### src/rtl/rv32_fetch.sv
// rv32 fetch stage: owns the PC, keeps at most one instruction-bus request in flight and
// applies static backward-taken/forward-not-taken prediction before handing words to decode.
module rv32_fetch #(
  parameter logic [31:0] RESET_VECTOR = 32'h0000_0000
) (
  input  logic        clk,
  input  logic        reset_n,
  input  logic        stall_in,
  input  logic        flush_in,
  input  logic        redirect_in,
  input  logic [31:0] redirect_pc_in,
  output logic [31:0] instr_address_out,
  output logic        instr_read_out,
  input  logic [31:0] instr_read_value_in,
  input  logic        instr_ready_in,
  input  logic        instr_fault_in,
  output logic        valid_out,
  output logic        exception_out,
  output logic [3:0]  exception_cause_out,
  output logic        branch_predicted_taken_out,
  output logic [31:0] pc_out,
  output logic [31:0] instr_out
);
  localparam logic [6:0] OP_JAL         = 7'b1101111;
  localparam logic [6:0] OP_BRANCH      = 7'b1100011;
  localparam logic [3:0] CAUSE_MISALIGN = 4'd0;
  localparam logic [3:0] CAUSE_FAULT    = 4'd1;

  typedef enum logic [1:0] {FETCH, HOLD, DRAIN, HALT} state_t;
  state_t state, state_nxt;

  logic [31:0] pc, pc_nxt, drain_addr;
  logic        aligned, fetch_done, skid_ld;
  logic signed [31:0] imm_j, imm_b;
  logic [31:0] pred_pc;
  logic        pred_taken;

  logic [31:0] skid_instr, skid_pc;
  logic        skid_fault, skid_pred;

  logic        vld_p0, exc_p0, bpt_p0, ld_p0;
  logic [3:0]  cause_p0;
  logic [31:0] pc_p0, instr_p0;

  logic        vld_p1, exc_p1, bpt_p1;
  logic [3:0]  cause_p1;
  logic [31:0] pc_p1, instr_p1;

  assign aligned    = (pc[1:0] == 2'b00);
  assign fetch_done = (state == FETCH) && aligned && instr_ready_in;

  assign imm_j = {{12{instr_read_value_in[31]}}, instr_read_value_in[19:12],
                  instr_read_value_in[20], instr_read_value_in[30:21], 1'b0};
  assign imm_b = {{20{instr_read_value_in[31]}}, instr_read_value_in[7],
                  instr_read_value_in[30:25], instr_read_value_in[11:8], 1'b0};

  // Faulted words carry no usable opcode, so they always fall through to pc+4.
  always_comb begin
    pred_taken = 1'b0;
    pred_pc    = pc + 32'd4;
    if (!instr_fault_in) begin
      if (instr_read_value_in[6:0] == OP_JAL) begin
        pred_taken = 1'b1;
        pred_pc    = pc + $unsigned(imm_j);
      end else if (instr_read_value_in[6:0] == OP_BRANCH && instr_read_value_in[31]) begin
        pred_taken = 1'b1;
        pred_pc    = pc + $unsigned(imm_b);
      end
    end
  end

  always_comb begin
    pc_nxt = pc;
    if (redirect_in)     pc_nxt = redirect_pc_in;
    else if (fetch_done) pc_nxt = pred_pc;
  end

  always_ff @(posedge clk or negedge reset_n) begin
    if (!reset_n) begin
      state <= FETCH;
      pc    <= RESET_VECTOR;
    end else begin
      state <= state_nxt;
      pc    <= pc_nxt;
    end
  end

  // After any emitted exception the stage parks in HALT until a redirect arrives.
  always_comb begin
    state_nxt = state;
    unique case (state)
      FETCH: begin
        if (redirect_in)          state_nxt = (aligned && !instr_ready_in) ? DRAIN : FETCH;
        else if (!aligned)        state_nxt = stall_in ? FETCH : HALT;
        else if (instr_ready_in) begin
          if (stall_in)            state_nxt = HOLD;
          else if (instr_fault_in) state_nxt = HALT;
        end
      end
      HOLD: begin
        if (redirect_in)    state_nxt = FETCH;
        else if (!stall_in) state_nxt = skid_fault ? HALT : FETCH;
      end
      DRAIN:   if (instr_ready_in) state_nxt = FETCH;
      HALT:    if (redirect_in)    state_nxt = FETCH;
      default: state_nxt = FETCH;
    endcase
  end

  // DRAIN keeps presenting the abandoned address: the bus must see a stable request until ready.
  always_comb begin
    instr_read_out    = 1'b0;
    instr_address_out = pc;
    skid_ld           = 1'b0;
    unique case (state)
      FETCH: begin
        instr_read_out = aligned;
        skid_ld        = fetch_done && stall_in && !redirect_in;
      end
      DRAIN: begin
        instr_read_out    = 1'b1;
        instr_address_out = drain_addr;
      end
      default: ;
    endcase
    if (!reset_n) instr_read_out = 1'b0;
  end

  always_ff @(posedge clk) begin
    if (state == FETCH) drain_addr <= pc;
    if (skid_ld) begin
      skid_instr <= instr_read_value_in;
      skid_pc    <= pc;
      skid_fault <= instr_fault_in;
      skid_pred  <= pred_taken;
    end
  end

  // ---- stage p0: select the entry offered to decode this cycle ----
  always_comb begin
    vld_p0   = 1'b0;
    exc_p0   = 1'b0;
    bpt_p0   = 1'b0;
    cause_p0 = CAUSE_MISALIGN;
    pc_p0    = pc;
    instr_p0 = 32'd0;
    ld_p0    = 1'b0;
    if (redirect_in || flush_in) begin
      ld_p0 = 1'b0;
    end else if (state == FETCH && !aligned) begin
      exc_p0 = 1'b1;
      ld_p0  = 1'b1;
    end else if (fetch_done) begin
      vld_p0   = !instr_fault_in;
      exc_p0   = instr_fault_in;
      cause_p0 = instr_fault_in ? CAUSE_FAULT : CAUSE_MISALIGN;
      bpt_p0   = pred_taken;
      instr_p0 = instr_fault_in ? 32'd0 : instr_read_value_in;
      ld_p0    = 1'b1;
    end else if (state == HOLD) begin
      vld_p0   = !skid_fault;
      exc_p0   = skid_fault;
      cause_p0 = skid_fault ? CAUSE_FAULT : CAUSE_MISALIGN;
      bpt_p0   = skid_pred;
      pc_p0    = skid_pc;
      instr_p0 = skid_fault ? 32'd0 : skid_instr;
      ld_p0    = 1'b1;
    end
  end

  // ---- stage p1: output registers toward decode ----
  always_ff @(posedge clk or negedge reset_n) begin
    if (!reset_n) begin
      vld_p1   <= 1'b0;
      exc_p1   <= 1'b0;
      bpt_p1   <= 1'b0;
      cause_p1 <= 4'd0;
      pc_p1    <= 32'd0;
      instr_p1 <= 32'd0;
    end else if (!stall_in) begin
      vld_p1   <= vld_p0;
      exc_p1   <= exc_p0;
      bpt_p1   <= bpt_p0;
      cause_p1 <= cause_p0;
      if (ld_p0) begin
        pc_p1    <= pc_p0;
        instr_p1 <= instr_p0;
      end
    end
  end

  assign valid_out                  = vld_p1;
  assign exception_out              = exc_p1;
  assign exception_cause_out        = cause_p1;
  assign branch_predicted_taken_out = bpt_p1;
  assign pc_out                     = pc_p1;
  assign instr_out                  = instr_p1;
endmodule

### config.mk
export PLATFORM = sky130hd
export DESIGN_NAME = rv32_fetch
export DESIGN_NICKNAME = d
export VERILOG_FILES = /design/src/rtl/rv32_fetch.sv
export SDC_FILE = /design/constraint.sdc
export NUM_CORES = 1
export LEC_CHECK = 0
export ABC_AREA = 1
export CAP_MARGIN = 20
export CORE_ASPECT_RATIO = 1.5
export CORE_UTILIZATION = 36
export DETAILED_ROUTE_END_ITERATION = 10
export SYNTH_ARGS = -nofsm -noshare
export SYNTH_HDL_FRONTEND = slang
export SYNTH_SLANG_ARGS = --single-unit
### constraint.sdc
create_clock -name clk -period 15.8 [get_ports clk]
set_input_delay 3.16 -clock clk [delete_from_list [all_inputs] [get_ports clk]]
set_output_delay 3.16 -clock clk [all_outputs]
set_load 0.005 [all_outputs]
==> impl_results.md <==
- Status: finished clean
- R2R Path Start: pc[2]
- Crit-path cells: buf_4 > a21boi_0 > clkdlybuf4s50_1
- Largest net degree at the start of global routing: 72
- Final Max Slew Viols: 0
- Cts repair resizes: 0
- Flop pwr share: 0.380
- Worst rel slew slack: 0.314
- Seq cells post-synth: 200
- DRC Markers: 0
- Area leader, netlist: edfxtp_1
- HPWL Detailed: 36.7 mm
- Row Count: 87
- Worst Tran Pin Value: 1.03 ns
- Commonest cells after routing, fill and taps aside: 716 x nand2_1, 228 x inv_1, 169 x clkdlybuf4s50_1, 159 x nand3_1, 138 x nor2_1
- Initial Util: 0.367
- WHS: 0.488 ns
- Post-Route WL: 47.1 mm
- Worst EP arrival: 4.33 ns
- Tot GR Track Use: 0.245
- Core area: 37800 um^2
- WP data required: 12.64 ns
- Final GP Congestion: 0.937
- CTS tree: built
- Yosys top cell area share: 0.212
- DIE AREA: 39300 um^2
- Worst-path fanout max: 33
- Static Leak: 7.70 nW
- Async SR Flop Fraction: 0.510
- Antenna violations before repair: 0
- Seq. cell area: 5500 um^2
- P per Cell Area: 119 nW/um^2
- Later-pin clock latency in the skew report: 0.46 ns
- Mapped Area: 13900 um^2
- Sink Count: 200
- Critical R2R Capture: pc[29]
- Comb pwr share: 0.401
- Worst Hold Path Cells: 2
- GR Overflow Total: 0
- Final hold vios: 0
- Die H: 242 um
- Critical Path Source Type: primary input
- Worst Hold Path EP: instr_out[3]
- Clk root buf: clkbuf_16
- CP max-delay cell: clkdlybuf4s50_1
- Hold Crit Class: flip-flop to flip-flop
- Psw: 0.000766 W
- Post-synth top flop: dfrtp_1
- Post-synthesis cell type count: 55
- P&R area growth vs syn: 19.4%
- Switching share of power: 0.387
- Fin crit period: 7.49 ns
- Crit. End Element: primary output
- Global-route wire length before repair: 73.4 mm
- Io pins: 175
- Worst setup skew after layout: 0.0136 ns
- Vias in the first global route: 13101
- # hold bufs at CTS: 0
- Setup repair bufs after CTS: 0
- Seq/Total Area, Yosys: 0.397
- Clk slew on worst S/H paths: 0.07 ns
- Yosys warns: 0
- Vias: 13536
- Post-route ant nets: 0
- Clock Power Share: 0.219
- 1st-iter DRT viols: 1054
- Reg2reg setup slack: 12.81 ns
- Post-Syn Instances: 1989
- Max-capacitance violation count: 0
- Share of layout cells above drive strength 1: 0.0528
- H-tree depth: 4
- Tcrit/Tclk final: 0.474
- Hold Crit Start: instr_out[3]
- TritonRoute pass-1 iters: 5
- # setup viols final: 0
- Number of buffers created by CTS: 17
- Crit path kind: primary input to primary output
- Int Pwr: 0.00121 W
- RSZ-0062 raised after global routing: no
- Post-synth EDFFs: 98
- Die Span X: 162 um
- Antenna diodes: 0
- Reg2reg path depth: 16
- Drt wl/cell: 17.9 um
- Top cells by area in the synthesized netlist: edfxtp_1 21%, nand2_1 19%, dfrtp_1 18%, inv_1 6.2%, nand3_1 5.7%
- Maximum clock insertion buffer count: 2
- Setup TNS: 0 ns
- Commonest non-fill, non-tap cell in the layout: nand2_1
- Maximum vdd drop: 0.0637 mV
- Syn_area_per_cell: 6.97 um^2
- Vias per inst: 5.15
- # fillers: 3887
- Area of the multi-input gates: 7090 um^2
- Achievable Freq: 134 MHz
- Max stage delay on crit path: 0.52 ns
- Layout Nets: 2244
- Port Buffers: 171
-- power groups by stage --
| stage | combinational [W] | clock, W | sequential, W |
|---|---|---|---|
| floorplan | 0.000438 | 0 | 0.000737 |
| global placement | 0.000783 | 0 | 0.000759 |
| detailed placement | 0.000794 | 0 | 0.000764 |
| CTS | 0.000798 | 0.000444 | 0.000753 |
| global route | 0.000882 | 0.000461 | 0.000763 |
| finish | 0.000792 | 0.000433 | 0.000752 |
-- logic make-up after synthesis --
group,count (synthesis),share of synthesized area
xor+xnor,12,0.00759
other cells,1,0.000271
fa+ha+maj,46,0.0426
mux,2,0.00163
flops,200,0.397
simple gates,1096,0.333
buf+inv,316,0.0937
compound gates,316,0.124
-- flip-flops by register name (all words and copies together) (netlist names) --
signal / flops
pc: 32
skid_fault: 1
instr_out: 32
skid_pred: 1
branch_predicted_taken_out: 1
drain_addr: 32
skid_instr: 32
skid_pc: 32
pc_out: 32
exception_cause_out: 1
valid_out: 1
state: 2
exception_out: 1
-- worst max-delay path by stage --
stage                   startpoint  slack (ns)             end
finish                     reset_n        8.31  instr_read_out
global route               reset_n        8.18  instr_read_out
CTS                        reset_n        8.28  instr_read_out
detailed placement         reset_n        8.28  instr_read_out
global placement           reset_n        8.32  instr_read_out
floorplan           instr_ready_in        8.99      skid_fault
-- area by class of cell --
cell class                 count  share of cell area
clock inverter                15             0.00976
sequential                   200               0.332
timing repair buffer         182               0.110
inverter                     251              0.0571
clock buffer                  17              0.0257
tap                          489              0.0370
multi-input combinational   1475               0.428
-- critical path, delay by kind of cell --
| family | cells | cell delay (ns) |
|---|---|---|
| AOI/OAI and AO/OA | 1 | 0.24 |
| buffers and inverters | 2 | 0.90 |
-- through the flow --
stage          area [um^2]  worst slack (ns)  utilization  std cells  power [W]
3_5_place_dp         15900              8.28        0.422       2596    0.00156
2_1_floorplan        13900              8.99            -       1991    0.00118
4_1_cts              16500              8.28        0.437       2628    0.00200
6_report             16500              8.31        0.438       2629    0.00198
5_1_grt              16500              8.18        0.438       2629    0.00211
3_3_place_gp         15900              8.32        0.421       2595    0.00154
-- Yosys cell counts (all sizes together), types with 2 or more instances --
master and count:
a21o 3, a21oi 105, a31oi 9, buf 36, clkbuf 29, dfrtp 102, edfxtp 98, fa 2
ha 44, inv 250, mux2 2, nand2 727, nand3 164, nand3b 3, nand4 20, nor2 155
nor3 21, nor4 2, o211ai 11, o21ai 165, o21bai 14, o221ai 2, o31ai 2, or2 3
xnor2 2, xor2 10
-- per-layer routing --
layer  wire length, um  GRT usage
met5                 0          0
met4              2060      0.115
met3              1740     0.0255
met2             24600      0.445
met1             18700      0.283
(Power assumes the default switching activity.)
